<file path="config.mk">
export PLATFORM = sky130hd
export DESIGN_NAME = xge_rx_pkt_sink
export DESIGN_NICKNAME = d
export VERILOG_FILES = /design/src/rtl/xge_rx_pkt_sink_pkg.sv /design/src/rtl/xge_rx_pkt_sink_sat_counter.sv /design/src/rtl/xge_rx_pkt_sink.sv
export SDC_FILE = /design/constraint.sdc
export NUM_CORES = 1
export LEC_CHECK = 0
export CAP_MARGIN = 30
export CORE_MARGIN = 2
export CORE_UTILIZATION = 47
export CTS_BUF_LIST = sky130_fd_sc_hd__clkbuf_8
export DETAILED_ROUTE_END_ITERATION = 6
export GPL_ROUTABILITY_DRIVEN = 0
export MAX_ROUTING_LAYER = met4
export PLACE_DENSITY = 0.8
export SYNTH_ARGS = -nofsm -noshare
export SYNTH_HDL_FRONTEND = slang
export SYNTH_SLANG_ARGS = --single-unit
</file>
<file path="constraint.sdc">
create_clock -name clk_156m25 -period 5.7 [get_ports clk_156m25]
set_input_delay 1.14 -clock clk_156m25 [delete_from_list [all_inputs] [get_ports clk_156m25]]
set_output_delay 1.14 -clock clk_156m25 [all_outputs]
set_load 0.02 [all_outputs]
</file>
<file path="src/rtl/xge_rx_pkt_sink_pkg.sv">
// Shared types and helpers for the xge_mac receive packet sink.
package xge_rx_sink_pkg;

  typedef enum logic [1:0] {
    IDLE,
    HUNT,
    BODY
  } state_e;

  localparam logic [2:0] MOD_FULL = 3'd0;

  // Byte count of an eop word; a mod of zero means all eight bytes are valid.
  function automatic logic [3:0] eop_bytes(input logic [2:0] mod);
    return (mod == MOD_FULL) ? 4'd8 : {1'b0, mod};
  endfunction

endpackage

</file>
<file path="src/rtl/xge_rx_pkt_sink_sat_counter.sv">
// Statistics counter that sticks at all-ones; clear wins over increment.
module sat_counter #(
  parameter int unsigned W = 32
) (
  input  logic         clk,
  input  logic         rst,
  input  logic         clr,
  input  logic         inc_en,
  input  logic [W-1:0] inc_val,
  output logic [W-1:0] q
);

  logic [W:0] sum;

  always_comb begin
    sum = {1'b0, q} + {1'b0, inc_val};
  end

  always_ff @(posedge clk) begin
    if (rst || clr) begin
      q <= '0;
    end else if (inc_en) begin
      q <= sum[W] ? '1 : sum[W-1:0];
    end
  end

endmodule

</file>
<file path="src/rtl/xge_rx_pkt_sink.sv">
// Drains packets from the xge_mac receive FIFO, checks sop/eop framing,
// forwards accepted words one register stage later and keeps statistics.
module xge_rx_pkt_sink
  import xge_rx_sink_pkg::*;
#(
  parameter int unsigned CW      = 32,
  parameter int unsigned TIMEOUT = 4096
) (
  input  logic          clk_156m25,
  input  logic          reset_156m25,
  input  logic          pkt_rx_avail,
  output logic          pkt_rx_ren,
  input  logic [63:0]   pkt_rx_data,
  input  logic          pkt_rx_val,
  input  logic          pkt_rx_sop,
  input  logic          pkt_rx_eop,
  input  logic [2:0]    pkt_rx_mod,
  input  logic          pkt_rx_err,
  output logic [63:0]   out_data,
  output logic          out_val,
  output logic          out_sop,
  output logic          out_eop,
  output logic [2:0]    out_mod,
  output logic          out_err,
  output logic          pkt_done,
  output logic [15:0]   pkt_len,
  input  logic          stat_clr,
  output logic [CW-1:0] pkt_cnt,
  output logic [CW-1:0] byte_cnt,
  output logic [CW-1:0] err_cnt,
  output logic [CW-1:0] frame_err_cnt,
  output logic [CW-1:0] timeout_cnt
);

  localparam logic [12:0] WC_MAX = '1;

  state_e        state_q;
  logic          ren_q;
  logic [12:0]   wc_q;
  logic [16:0]   tmo_q;
  logic [63:0]   out_data_q;
  logic          out_val_q, out_sop_q, out_eop_q, out_err_q, pkt_done_q;
  logic [2:0]    out_mod_q;
  logic [15:0]   pkt_len_q;

  logic          busy, hunt_sop, accept, frame_err, eop_hit, tmo_hit;
  logic [12:0]   words;
  logic [15:0]   len_d;
  logic [16:0]   tmo_next;
  logic [CW+15:0] byte_wide;
  logic [CW-1:0] byte_inc;

  always_comb begin
    busy      = (state_q != IDLE);
    hunt_sop  = (state_q == HUNT) && pkt_rx_val && pkt_rx_sop;
    accept    = hunt_sop || ((state_q == BODY) && pkt_rx_val);
    frame_err = pkt_rx_val && (((state_q == HUNT) && !pkt_rx_sop) ||
                               ((state_q == BODY) && pkt_rx_sop));
    eop_hit   = accept && pkt_rx_eop;
    // A sop word (first or mid-packet) always restarts the length at one word.
    if (pkt_rx_sop)          words = 13'd1;
    else if (wc_q == WC_MAX) words = WC_MAX;
    else                     words = wc_q + 13'd1;
    len_d     = (({3'b000, words} - 16'd1) << 3) + {12'd0, eop_bytes(pkt_rx_mod)};
    byte_wide = {{CW{1'b0}}, len_d};
    byte_inc  = ((byte_wide >> CW) != '0) ? '1 : byte_wide[CW-1:0];
    tmo_next  = tmo_q + 17'd1;
    tmo_hit   = busy && !eop_hit && (tmo_next == 17'(TIMEOUT));
  end

  always_ff @(posedge clk_156m25) begin
    if (reset_156m25) begin
      state_q    <= IDLE;
      ren_q      <= 1'b0;
      wc_q       <= '0;
      tmo_q      <= '0;
      out_data_q <= '0;
      out_val_q  <= 1'b0;
      out_sop_q  <= 1'b0;
      out_eop_q  <= 1'b0;
      out_mod_q  <= '0;
      out_err_q  <= 1'b0;
      pkt_done_q <= 1'b0;
      pkt_len_q  <= '0;
    end else begin
      out_val_q  <= accept;
      out_data_q <= accept ? pkt_rx_data : '0;
      out_sop_q  <= accept && pkt_rx_sop;
      out_eop_q  <= eop_hit;
      out_mod_q  <= accept ? pkt_rx_mod : '0;
      out_err_q  <= accept && pkt_rx_err;
      pkt_done_q <= eop_hit;
      pkt_len_q  <= eop_hit ? len_d : '0;
      case (state_q)
        IDLE: begin
          if (pkt_rx_avail) begin
            ren_q   <= 1'b1;
            wc_q    <= '0;
            tmo_q   <= '0;
            state_q <= HUNT;
          end
        end
        HUNT, BODY: begin
          if (accept) wc_q <= words;
          if (eop_hit || tmo_hit) begin
            ren_q   <= 1'b0;
            state_q <= IDLE;
          end else begin
            tmo_q <= tmo_next;
            if (hunt_sop) state_q <= BODY;
          end
        end
        default: begin
          ren_q   <= 1'b0;
          state_q <= IDLE;
        end
      endcase
    end
  end

  assign pkt_rx_ren = ren_q;
  assign out_data   = out_data_q;
  assign out_val    = out_val_q;
  assign out_sop    = out_sop_q;
  assign out_eop    = out_eop_q;
  assign out_mod    = out_mod_q;
  assign out_err    = out_err_q;
  assign pkt_done   = pkt_done_q;
  assign pkt_len    = pkt_len_q;

  sat_counter #(.W(CW)) u_pkt_cnt (
    .clk(clk_156m25), .rst(reset_156m25), .clr(stat_clr),
    .inc_en(eop_hit), .inc_val(CW'(1)), .q(pkt_cnt)
  );

  sat_counter #(.W(CW)) u_byte_cnt (
    .clk(clk_156m25), .rst(reset_156m25), .clr(stat_clr),
    .inc_en(eop_hit), .inc_val(byte_inc), .q(byte_cnt)
  );

  sat_counter #(.W(CW)) u_err_cnt (
    .clk(clk_156m25), .rst(reset_156m25), .clr(stat_clr),
    .inc_en(eop_hit && pkt_rx_err), .inc_val(CW'(1)), .q(err_cnt)
  );

  sat_counter #(.W(CW)) u_frame_err_cnt (
    .clk(clk_156m25), .rst(reset_156m25), .clr(stat_clr),
    .inc_en(frame_err), .inc_val(CW'(1)), .q(frame_err_cnt)
  );

  sat_counter #(.W(CW)) u_timeout_cnt (
    .clk(clk_156m25), .rst(reset_156m25), .clr(stat_clr),
    .inc_en(tmo_hit), .inc_val(CW'(1)), .q(timeout_cnt)
  );

endmodule

</file>
# Yosys cells after proc, flatten, opt, wreduce, memory -nomap -nowiden
# Cells that the tools add are included.
# op_classes
addsub	9
eq_ne	9
n_mux	21
bitwise_logic	2
n_reduce_logical	29
# ops
op	count
$mux W32	5
$add A32 B1 Y33 const B	4
$mux W13	4
$mux W17	2
$pmux W17 S2	1
$add A32 B16 Y33	1
$pmux W13 S2	1
$add A17 B1 Y17 const B	1
$eq A17 B13 Y1 const B	1
$add A16 B4 Y16	1
$add A13 B1 Y13 const B	1
$eq A13 B13 Y1 const B	1
$sub A13 B1 Y13 const B	1
$logic_and A1 B1 Y1	12
$ne A2 B2 Y1 const B	4
$mux W2	3
$reduce_and A3 Y1	2
$reduce_or A2 Y1	3
$logic_or A1 B1 Y1	4
$mux W4	1
$pmux W2 S2	1
$reduce_and A2 Y1	2
$reduce_bool A2 Y1	2
$logic_not A3 Y1	1
other kinds (8)	11
# word_totals
reg_bits	280
input_bits	75
output_inout_bits	249
elab_cells	86

# Longest topological paths before layout
# Gate-level depths: netlist (run 1).
# depth
depth_word	11
ltp_mapped	25
depth_no_buf	23

# Hierarchy
# A second synthesis (run 1) with hierarchy kept.
# unflattened
hier_cells	2303
area_unflattened_um2	19289.8
# modules_own_cells
mod	instances	cells_each	area_per_inst_um2	seq_area_each_um2
sat_counter (u_err_cnt ...)	3	344	2810.2	640.6
xge_rx_pkt_sink	1	600	5484.0	2402.3
sat_counter (u_byte_cnt)	1	353	2791.4	640.6
sat_counter (u_timeout_cnt)	1	318	2583.7	640.6

# Worst setup path before layout (run 1)
# No wires, ideal clock.
# synth_path
kind	in2reg
startpoint	in pkt_rx_sop
endpoint	reg u_byte_cnt.q[30]
setup_time_ps	91
arrival_time_ps	5324
required_ps	5609
path_slack_ps	285
stages	23
n_path_buf	2
cell_sequence	buf_1 -> inv_1 -> o21ai_0 -> ha_1 -> clkbuf_1 -> inv_1 -> a2111oi_0 -> a2bb2oi_1 -> o22ai_1 -> and3_1 -> nand4b_1 -> mux2i_1 -> o311ai_0 -> nor2_1 -> ha_1 -> nand2_1 -> o21ai_0 -> nor3_1 -> a31oi_1 -> nand2_1 -> nor2_1 -> a21oi_1 -> a311oi_1
# synth_via
elab_chain_len	5
word_cells_on_any_way	8
cone_classes	add/sub: 3; mux: 2; reduce/logical: 3
# synth_lines
element	line_no	rtl
start: declaration	xge_rx_pkt_sink.sv:15	input logic pkt_rx_sop,
$mux W13	xge_rx_pkt_sink.sv:61	if (pkt_rx_sop) words = 13'd1;
$sub A13 B1 Y13	xge_rx_pkt_sink.sv:64	len_d = (({3'b000, words} - 16'd1) << 3) + {12'd0, eop_bytes(pkt_rx_mod)};
$add A16 B4 Y16	xge_rx_pkt_sink.sv:64	
net len_d[13]	xge_rx_pkt_sink.sv:48	logic [15:0] len_d;
$add A32 B16 Y33	xge_rx_pkt_sink_sat_counter.sv:16	sum = {1'b0, q} + {1'b0, inc_val};
$mux W32	xge_rx_pkt_sink_sat_counter.sv:23	q <= sum[W] ? '1 : sum[W-1:0];
end signal: assignment	xge_rx_pkt_sink_sat_counter.sv:23	
end: declaration	xge_rx_pkt_sink_sat_counter.sv:10	output logic [W-1:0] q
# The timed path passes the listed nets, and every way through them passes these cells.
# A chain may end at the register's enable or synchronous reset.

# Worst setup path after layout (run 1)
# Same ends and word-level chain as after synthesis.

==> summary.txt, run 1 <==
Power and ir drop
  • Static Leak: 6.46 nW
  • Peak VDD IR: 207 uV
  • Overall power: between 4 and 5 mW
  • PD cells: approximately 230 nW/um^2

Synth
  • Cell Area, Synth: 13300 sq um
  • Seq/Total Area, Yosys: 42.2%
  • Syn Inst Count: 1482
  • Cell variety after synth: 86
  • Main synth FF type: dfxtp_1
  • Syn Nets: 1589
  • EDFF count, synth: 0
  • Synth Warn #: 0
  • Mean Syn Cell Area: 8.96 sq um
  • Async SR Flop Fraction: 0%
  • FF+latch count, synth: 280

Global route
  • Total Routing Usage GR: about a quarter
  • Initial antenna violation count: 1
  • Largest net degree at the start of global routing: 74
  • Gr ovfl total: 0
  • Vias in the first global route: 11800
  • First-pass GRT wire length: 59300 um

Hold path
  • Hold Crit Class: register to register
  • Worst hold start: tmo_q[5]

Timing
  • Worst hold slack: approximately 0.48 ns
  • Fin. Hold Viols: 0
  • Post-layout min period: 5.28 ns
  • Clock Skews: 0.0213 ns
  • Max Fclk: 0.189 GHz
  • Slew headroom: 32.6%
  • Setup Total Neg Slack: 0 ns
  • Final worst slack: 0.418 ns
  • Max-slew violations: 0
  • Final worst path period share: a little over 90%
  • RSZ-0062 raised after global routing: no
  • Finish-stage setup viols: 0
  • Worst slew pin tran: 1.01 ns

Clocking
  • Number of CTS-inserted buffers: 48
  • Worst-Skew Late Latency: about 0.56 ns
  • CTS tree: built
  • Deepest clock path buffer count: 3
  • Cts hold-fix bufs: 0
  • Clk sink count: 280
  • Clock transition at path regs: 0.06 ns
  • H-tree Lvls: 2
  • Root Buffer: clkbuf_8

Cells and area
  • Area grow syn2layout: 35.5%
  • Cell area after layout: 18000 sq um
  • Number of fill cells in the layout: 2309
  • Most common cell after layout, fill and taps aside: clkdlybuf4s50_1
  • Layout cells sized above 1: 10.4%
  • Most frequent cells in the layout: clkdlybuf4s50_1 (323), dfxtp_1 (280), a21oi_1 (142)
  • Nets@finish: ~1900

Place
  • Pre-CTS setup slack: -0.238 ns
  • Final HPWL DP: 27700 um
  • Placed cell area: 16900 sq um
  • Port Buffer Count: around 320

Floorplan
  • Die span in y: 172 um
  • Num ports: 324
  • Row count: 61
  • Starting Density: 47.8%
  • Core Region: 27800 sq um
  • Die footprint: 29600 sq um
  • Die W: 172 um

Setup path
  • Maximum fanout along the worst path: 7
  • Arr. time, crit path: 5.75 ns
  • Worst Path Required: slightly above 6 ns
  • Crit path launch type: primary input
  • CP Capture Type: register
  • Crit path kind: primary input to register
  • Crit path launch: pkt_rx_sop
  • FF-to-FF Start: wc_q[0]

Route
  • DRT Pass-1 Iters: 5
  • Drt drc: 0
  • Routed Antenna Nets: 0
  • Vias per std cell: 5.53
  • Final wirelength: between 30000 and 40000 um
  • Routed via count: ~12000
  • Iter 0 DRT Violations: 734
  • Routed WL per cell: ~17 um

Flow run
  • Max_cap viols: 0

Outcome
  • Status: finished clean
==> state kept, by name, summed over array words and instances (netlist names), 3 cells and up <==
name / count
tmo_q: 17
u_pkt_cnt.q: 32
out_mod: 3
u_timeout_cnt.q: 32
wc_q: 13
pkt_len: 16
u_frame_err_cnt.q: 32
u_byte_cnt.q: 32
out_data: 64
u_err_cnt.q: 32
==> worst paths after layout <==
| kind | endpoint | slack [ns] | cells after the start |
|---|---|---|---|
| setup / recovery | u_byte_cnt.q[30] | 0.42 | 22 |
| setup reg to reg | u_byte_cnt.q[30] | 0.42 | 24 |
| hold / removal | tmo_q[5] | 0.48 | 2 |
| hold reg to reg | tmo_q[5] | 0.48 | 2 |
==> report_power, final <==
| part | leakage (nW) | switching [mW] | internal, mW |
|---|---|---|---|
| clock | 0.599 | 0.825 | 1.15 |
| sequential | 2.26 | 0.00872 | 1.97 |
| combinational | 3.60 | 0.138 | 0.108 |
==> logic make-up (layout without fill, tap and decap cells) <==
family                     after synthesis  in the layout  synth area share, %
other                                    0              1                    0
buffers and inverters                  102            464                 3.37
and+or+nand+nor                        580            580                 24.1
xor gates and xnor gates               145            145                 9.68
AOI/OAI and AO/OA                      330            330                 16.6
DFF                                    280            280                 42.2
muxes                                   13             13                0.999
adders and majority gates               32             32                 3.07
==> stage by stage <==
stage	util [%]	std cells
floorplan	-	1482
global placement	60.6	2132
detailed placement	60.7	2133
CTS	64.6	2221
global route	64.7	2223
finish	64.7	2223
==> metal layers <==
metal / up-vias / track usage, % / share of wire (%)
met5: - / - / 0
met2: 490 / 42.1 / 47
met4: 0 / 12.1 / 4.6
met1: 5726 / 28.1 / 39
li1: 5968 / - / -
met3: 107 / 7.16 / 8.7
==> repair_timing <==
item,CTS,global route
buffers inserted,0,0
endpoints found under the setup margin,0,21
resized for setup,0,7
hold endpoints to repair,0,0
==> final cells by class <==
class | count | area, sq um | area share (%)
diodes | 1 | 2.50 | 0.0139
clock buffers | 68 | 936 | 5.20
clock inverters | 20 | 143 | 0.793
inverters | 25 | 93.8 | 0.522
multi-input cells | 1100 | 7260 | 40.4
flip-flops and latches | 280 | 5610 | 31.2
well taps | 378 | 473 | 2.63
repair buffers | 351 | 3470 | 19.3
==> synth_stat cells (3+ instances only) <==
library cell | instances | area, sq um
o21ai_0 | 27 | 135
nand3_1 | 84 | 420
or2_2 | 10 | 62.6
nand2_1 | 119 | 447
inv_1 | 25 | 93.8
xnor2_1 | 53 | 464
nand2b_1 | 7 | 43.8
o211ai_1 | 15 | 113
o21a_1 | 5 | 37.5
dfxtp_1 | 280 | 5610
o31ai_1 | 9 | 67.6
a211oi_1 | 14 | 105
o221a_2 | 8 | 90.1
and2_1 | 91 | 569
o31ai_2 | 7 | 87.6
nor2b_1 | 8 | 50.1
a21oi_2 | 20 | 175
a31oi_1 | 32 | 200
a41oi_1 | 3 | 26.3
buf_1 | 4 | 15.0
clkbuf_1 | 49 | 184
nand4_1 | 34 | 213
or3_1 | 16 | 100
and4_1 | 16 | 140
buf_4 | 4 | 30.0
and3_1 | 48 | 300
o311ai_0 | 3 | 26.3
nor3_1 | 42 | 210
a21oi_1 | 142 | 711
a311oi_1 | 5 | 43.8
xor2_1 | 90 | 788
mux2i_1 | 11 | 110
buf_2 | 15 | 75.1
o211a_1 | 3 | 30.0
buf_6 | 4 | 45.0
nor3b_1 | 3 | 22.5
a21o_1 | 8 | 60.1
ha_1 | 31 | 388
nor2_1 | 69 | 259
nor4_2 | 5 | 62.6
==> worst max-delay path, cell delays in order <==
cell and delay, ns:
clkdlybuf4s50_1 0.46, nand2b_1 0.19, nor2_1 0.16, ha_1 0.20, inv_1 0.10, a2111oi_1 0.36, a2bb2oi_1 0.21, o22ai_1 0.15
and3_1 0.22, nand4b_1 0.13, mux2i_1 0.23, o311ai_0 0.21, nor2_1 0.24, ha_1 0.23, nand2_1 0.10, o21ai_0 0.26
nor3_1 0.11, a31oi_2 0.34, nand2_2 0.19, nor2_2 0.19, a21oi_1 0.09, a311oi_1 0.22
No activity file was read; power rests on OpenSTA's default activity.
==> run 2, diff against run 1 <==
- CORE_MARGIN: 2 -> 3
==> run 2 against run 1 <==
  * Combinational power fell by 2%
  * Clock skew shrank 0.011 ns
  * Largest cell class unchanged
  * Clock-buffer cell count fell by 5
  * Critical endpoint unchanged
  * Sequential cell count unchanged
  * Worst hold slack gained 0.0021 ns
  * Critical path type unchanged
  * Sequential power about the same
  * Clock power shrank 8%
  * Critical path depth rose by 1
==> summary.txt, run 2 (synthesis results as in run 1) <==
Outcome
  • Status: finished clean

Timing
  • RSZ-0062 raised after global routing: no
  • Clock Skews: 0.0101 ns (-0.0112 ns)
  • Max Fclk: 0.189 GHz (about the same)
  • Worst slew pin tran: 1.01 ns (+0.00280 ns)
  • Finish-stage setup viols: 0 (unchanged)
  • Max-slew violations: 0 (unchanged)
  • Post-layout min period: 5.29 ns (+0.00334 ns)
  • Fin. Hold Viols: 0 (unchanged)
  • Slew headroom: 32.4% (-0.19 points)
  • Worst hold slack: 0.482 ns (+0.00208 ns)
  • Final worst path period share: 92.7% (about the same)

Setup path
  • Arr. time, crit path: 5.74 ns (about the same)
  • Crit path launch type: primary input
  • Worst Path Required: 6.16 ns (about the same)
  • Crit path kind: primary input to register
  • Crit-path cells: clkdlybuf4s50_1 > nand2b_1 > nor2_1 > ha_1 > inv_1 > a2111oi_1 > a2bb2oi_1 > o22ai_2 > and3_1 > nand4b_1 > mux2i_1 > o311ai_0 > nor2_1 > ha_1 > nand2_1 > o21ai_0 > nor3_1 > a31oi_1 > buf_4 > nand2_1 > nor2_2 > a21oi_1 > a311oi_1
  • Maximum fanout along the worst path: 7 (unchanged)
  • Slowest-stage cell, CP: clkdlybuf4s50_1
  • Worst stage delay on the critical path: 0.46 ns (about the same)
  • CP Capture Type: register
  • Crit path buf inv count: 3 (+1)
  • Delay-heaviest family, CP: compound AO/OA/AOI/OAI gates

Clocking
  • CTS tree: built
  • Cts hold-fix bufs: 0 (unchanged)
  • Number of CTS-inserted buffers: 45 (-6.3%)
  • Root Buffer: clkbuf_8
  • Deepest clock path buffer count: 3 (unchanged)
  • H-tree Lvls: 2 (unchanged)
  • Clock transition at path regs: 0.06 ns (about the same)
  • Worst-Skew Late Latency: 0.56 ns (about the same)
  • Clk sink count: 280 (unchanged)

Route
  • Routed Antenna Nets: 0 (unchanged)
  • Vias per std cell: 5.54 (+0.24%)
  • DRT Pass-1 Iters: 5 (unchanged)
  • Routed via count: 12200 (-0.62%)
  • Final wirelength: 38300 um (+0.25%)
  • Iter 0 DRT Violations: 726 (-1.1%)
  • Drt drc: 0 (unchanged)
  • Routed WL per cell: 17.4 um (+1.1%)

Floorplan
  • Die footprint: 30300 sq um (+2.3%)
  • Row count: 60 (-1.6%)
  • Die W: 174 um (+1.2%)
  • Starting Density: 48.6% (+0.80 points)
  • Num ports: 324 (unchanged)
  • Die span in y: 174 um (+1.2%)
  • Core Region: 27300 sq um (-1.6%)

Cells and area
  • Nets@finish: 1905 (-0.42%)
  • Most frequent cells in the layout: clkdlybuf4s50_1 (323), dfxtp_1 (278), a21oi_1 (142)
  • Most common cell after layout, fill and taps aside: clkdlybuf4s50_1
  • N_diodes: 0 (-1)
  • Max reg flops: 64 (unchanged)
  • Area grow syn2layout: 34.3%
  • Non-filler cells, final: 2204 (-0.85%)
  • Cell area after layout: 17800 sq um (-0.86%)
  • Layout cells sized above 1: 9.99% (-0.37 points)

Power and ir drop
  • Overall power: 4.04 mW (-3.7%)
  • Static Leak: 6.37 nW (-1.3%)
  • Peak VDD IR: 236 uV (+14%)
  • PD cells: 227 nW/um^2 (-2.8%)

Place
  • Port Buffer Count: 323 (unchanged)
  • Final HPWL DP: 28000 um (+1.2%)
  • Placed cell area: 16800 sq um (-0.18%)
  • DP Cell Count: 2123 (-0.47%)

Global route
  • Largest net degree at the start of global routing: 74 (unchanged)
  • First-pass GRT wire length: 61200 um (+3.3%)
  • Vias in the first global route: 11900 (+1.3%)
  • Total Routing Usage GR: 24.7% (-0.57 points)
  • Initial antenna violation count: 0 (-1)
  • Gr ovfl total: 0 (unchanged)

Hold path
  • Hold Crit Class: register to register

Flow run
  • Max_cap viols: 0 (unchanged)
[run 2: changes by cell type in the layout (fill, tap and decap cells not counted), sizes merged]
cell / previous run / this run
diode: 1 / 0
buf: 28 / 23
clkbuf: 68 / 63
bufinv: 2 / 1
clkinvlp: 2 / 3
inv: 39 / 33
clkinv: 2 / 6
[run 2: cell type report]
| type | count | area [sq um] |
|---|---|---|
| clock buffers | 63 | 867 |
| clock inverters | 18 | 113 |
| fillers | 2262 | 9500 |
| inverters | 25 | 93.8 |
| multi-input cells | 1100 | 7250 |
| flip-flops and latches | 280 | 5610 |
| well taps | 372 | 465 |
| repair buffers | 346 | 3430 |
[run 2: per-layer routing]
layer | GRT usage, % | routed length, um
met4 | 9.85 | 1510
met3 | 7.21 | 3080
met1 | 27.4 | 15200
met5 | - | 0
met2 | 41.9 | 18500
[run 2: power by group]
part	switching, mW	internal [mW]	total, mW
Combinational	0.136	0.107	0.242
Clock	0.796	1.03	1.82
Sequential	0.00872	1.97	1.98
[run 2: worst paths after layout]
kind / slack, ns / from / endpoint / cells after the start
worst max-delay path: 0.41 / pkt_rx_sop / u_byte_cnt.q[30] / 23
worst min-delay path: 0.48 / tmo_q[5] / tmo_q[5] / 2
worst max register to register: 0.52 / wc_q[1] / u_byte_cnt.q[30] / 23
worst min register to register: 0.48 / tmo_q[5] / tmo_q[5] / 2
[run 2: timing repair]
item | in CTS | in global routing
gates resized for setup | 0 | 7
hold endpoints to repair | 0 | 0
buffers inserted | 0 | 0
setup endpoints to repair | 0 | 6
[run 2: through the flow]
step	TNS (ns)	setup slack (ns)	utilization, %
after floorplan	0	0.285	-
after global placement	0	0.164	61.4
after detailed placement	-0.0704	-0.0704	61.6
after CTS	0	0.410	65.2
after global routing	0	0.00759	65.2
final	0	0.415	65.2
[run 2: worst reg2reg max path, cell delays in order (launching register included)]
cell and delay [ns]:
dfxtp_1 0.48, ha_1 0.22, nand3_1 0.20, nor3_1 0.29
o21ai_0 0.17, ha_1 0.23, buf_4 0.16, or3_1 0.39
o31ai_1 0.11, and3_1 0.28, nand4b_1 0.14, mux2i_1 0.19
o311ai_0 0.20, nor2_1 0.28, ha_1 0.25, nand2_1 0.09
o21ai_0 0.25, nor3_1 0.08, a31oi_1 0.19, buf_4 0.17
nand2_1 0.18, nor2_2 0.21, a21oi_1 0.09, a311oi_1 0.23
==> run 3, diff against run 2 <==
- CORE_MARGIN: 3 -> default
- HOLD_SLACK_MARGIN: default -> 0.05
==> run 3 against run 2 <==
  * Sequential power about the same
  * Routed wire length down 3.5%
  * Clock skew up 0.011 ns
  * Global-route usage up 0.61 points
  * Via count up 0.11%
==> summary.txt, run 3 (synthesis results as in run 1) <==
Timing
  • Fin. Hold Viols: 0 (unchanged)
  • RSZ-0062 raised after global routing: no
  • Clock Skews: 0.0211 ns (+0.0110 ns)
  • Finish-stage setup viols: 0 (unchanged)
  • Setup Total Neg Slack: 0 ns (unchanged)
  • Post-layout min period: 5.25 ns (-0.0386 ns)
  • Slew headroom: 36.3% (+3.8 points)
  • Final worst path period share: 92.0% (-0.68 points)
  • Worst slew pin tran: 0.956 ns (-0.0575 ns)
  • Max Fclk: 0.191 GHz (+0.74%)
  • Max-slew violations: 0 (unchanged)

Clocking
  • Deepest clock path buffer count: 3 (unchanged)
  • CTS tree: built
  • Worst-Skew Late Latency: 0.56 ns (about the same)
  • H-tree Lvls: 2 (unchanged)
  • Post CTS Setup Buffer Count: 0 (unchanged)
  • Clock transition at path regs: 0.06 ns (about the same)
  • Post-CTS resize count: 0 (unchanged)
  • Number of CTS-inserted buffers: 48 (+6.7%)
  • Clk sink count: 280 (unchanged)
  • Cts hold-fix bufs: 0 (unchanged)
  • Root Buffer: clkbuf_8

Floorplan
  • Core Region: 27800 sq um (+1.7%)
  • Starting Density: 47.8% (-0.80 points)
  • Die footprint: 28900 sq um (-4.5%)
  • Row count: 61 (+1.7%)
  • Num ports: 324 (unchanged)
  • Die span in y: 170 um (-2.3%)
  • Die W: 170 um (-2.3%)

Route
  • Iter 0 DRT Violations: 802 (+10%)
  • Drt drc: 0 (unchanged)
  • Routed WL per cell: 16.7 um (-4.0%)
  • Vias per std cell: 5.52 (-0.43%)
  • Final wirelength: 37000 um (-3.5%)
  • Routed via count: 12200 (+0.11%)
  • Routed Antenna Nets: 0 (unchanged)
  • DRT Pass-1 Iters: 5 (unchanged)

Setup path
  • Delay-heaviest family, CP: simple AND/OR/NAND/NOR gates
  • Maximum fanout along the worst path: 11 (+4)
  • Reg-to-reg endpoint: u_byte_cnt.q[30]
  • R2R Setup Slk: 0.45 ns (-0.07 ns)
  • CP Capture Type: register
  • Crit-path cells: nand4_1 > nor3_1 > o21ai_0 > ha_1 > buf_4 > and3_1 > nand3_1 > a2bb2oi_1 > o22ai_1 > and3_1 > nand4b_1 > mux2i_1 > o311ai_0 > nor2_1 > ha_1 > nand2_1 > o21ai_0 > nor3_1 > a31oi_2 > nand2_1 > nor2_1 > a21oi_1 > a311oi_1
  • Crit path kind: register to register
  • Worst stage delay on the critical path: 0.59 ns (+0.13 ns)
  • Arr. time, crit path: 5.72 ns (-0.02 ns)
  • Slowest-stage cell, CP: dfxtp_1
  • Worst-case reg-to-reg path depth: 23 (unchanged)
  • Crit path buf inv count: 1 (-2)
  • FF-to-FF Start: wc_q[4]
  • Crit path launch: wc_q[4]
  • Worst Path Required: 6.17 ns (about the same)
  • Crit path launch type: register

Power and ir drop
  • Peak VDD IR: 230 uV (-2.7%)
  • Static Leak: 6.42 nW (+0.79%)
  • Psw: 941 uW (+0.11%)
  • Power Internal: 3.17 mW (+2.2%)
  • Sw frac: 22.9% (-0.37 points)
  • Overall power: 4.11 mW (+1.7%)
  • Clock share of power: 45.9% (+0.8 points)
  • Combinational share of power: 5.9% (about the same)
  • Sequential Power Share: 48.1% (-0.8 points)
  • PD cells: 230 nW/um^2 (+1.4%)

Place
  • Final HPWL DP: 26900 um (-4.0%)
  • Port Buffer Count: 323 (unchanged)
  • Placed cell area: 16800 sq um (unchanged)

Global route
  • GR met1 Demand/Resource: 27.8% (+0.36 points)
  • Initial antenna violation count: 0 (unchanged)
  • First-pass GRT wire length: 57900 um (-5.4%)
  • Met3 Usage GRT: 6.72% (-0.49 points)
  • Vias in the first global route: 11400 (-4.0%)
  • Total Routing Usage GR: 25.4% (+0.61 points)
  • Met2 usage: 43.4% (+1.4 points)
  • Busiest grt layer: met2
  • Gr ovfl total: 0 (unchanged)
  • Largest net degree at the start of global routing: 74 (unchanged)

Cells and area
  • N_diodes: 0 (unchanged)
  • Area grow syn2layout: 34.7%
  • Most common cell after layout, fill and taps aside: clkdlybuf4s50_1
  • Nets@finish: 1911 (+0.31%)
  • Most frequent cells in the layout: clkdlybuf4s50_1 (323), dfxtp_1 (280), a21oi_1 (142)
  • Max reg flops: 64 (unchanged)
  • Fin util: 64.4% (-0.88 points)
  • Cell area after layout: 17900 sq um (+0.30%)
  • Layout cells sized above 1: 9.79% (-0.20 points)

Outcome
  • Status: finished clean

Hold path
  • Hold path cells: 2 (unchanged)
  • Hold Crit Class: register to register
  • Hold endpoint: tmo_q[5]
  • Worst hold start: tmo_q[5]

Flow run
  • Max_cap viols: 0 (unchanged)
-- run 3: cell count changes in the layout (fill, tap and decap cells not counted), sizes merged --
cell and change:
clkinvlp -2, clkbuf -2, inv +7, bufinv +2
buf +3, clkinv -2
-- run 3: power groups by stage --
stage	combinational, mW	sequential (mW)	clock (mW)
floorplan	0.116	2.03	0
global route	0.263	1.98	2.03
finish	0.245	1.98	1.89
CTS	0.242	1.98	1.94
global placement	0.235	2.02	0
detailed placement	0.240	2.02	0
-- run 3: worst reg2reg max path: stages, from the launching register on --
cell and delay (ns):
dfxtp_1 0.59, nand4_1 0.30, nor3_1 0.36, o21ai_0 0.17, ha_1 0.24, buf_4 0.17, and3_1 0.18, nand3_1 0.07
a2bb2oi_1 0.06, o22ai_1 0.27, and3_1 0.28, nand4b_1 0.13, mux2i_1 0.13, o311ai_0 0.15, nor2_1 0.14, ha_1 0.38
nand2_1 0.09, o21ai_0 0.23, nor3_1 0.09, a31oi_2 0.29, nand2_1 0.23, nor2_1 0.27, a21oi_1 0.11, a311oi_1 0.25
-- run 3: worst max-delay path by stage --
stage,to,slack [ns],cells after the start
finish,u_byte_cnt.q[30],0.45,23
global route,u_byte_cnt.q[30],0.08,24
CTS,u_byte_cnt.q[30],0.44,24
detailed placement,u_byte_cnt.q[30],-0.13,22
global placement,u_byte_cnt.q[30],0.08,22
floorplan,u_byte_cnt.q[30],0.29,23
-- run 3: layer usage --
layer / up-vias / wire (um)
met5: - / 0
met4: 0 / 1440
met3: 88 / 3150
met2: 433 / 17800
met1: 5757 / 14600
li1: 5951 / -
-- run 3: area by class of cell --
class	instances	area [sq um]
Clock buffer	61	840
Clock inverter	23	179
Multi-Input combinational cell	1100	7240
Inverter	25	93.8
Fill cell	2332	9900
Sequential cell	280	5610
Tap cell	378	473
Timing Repair Buffer	349	3450
-- run 3: metrics by stage --
step | worst slack [ns] | hold slack, ns | instances
final | 0.454 | 0.481 | 2216
after global routing | 0.0801 | 0.526 | 2216
after CTS | 0.438 | 0.481 | 2214
after detailed placement | -0.131 | 0.473 | 2130
after global placement | 0.0759 | 0.464 | 2129
after floorplan | 0.285 | 0.452 | 1482
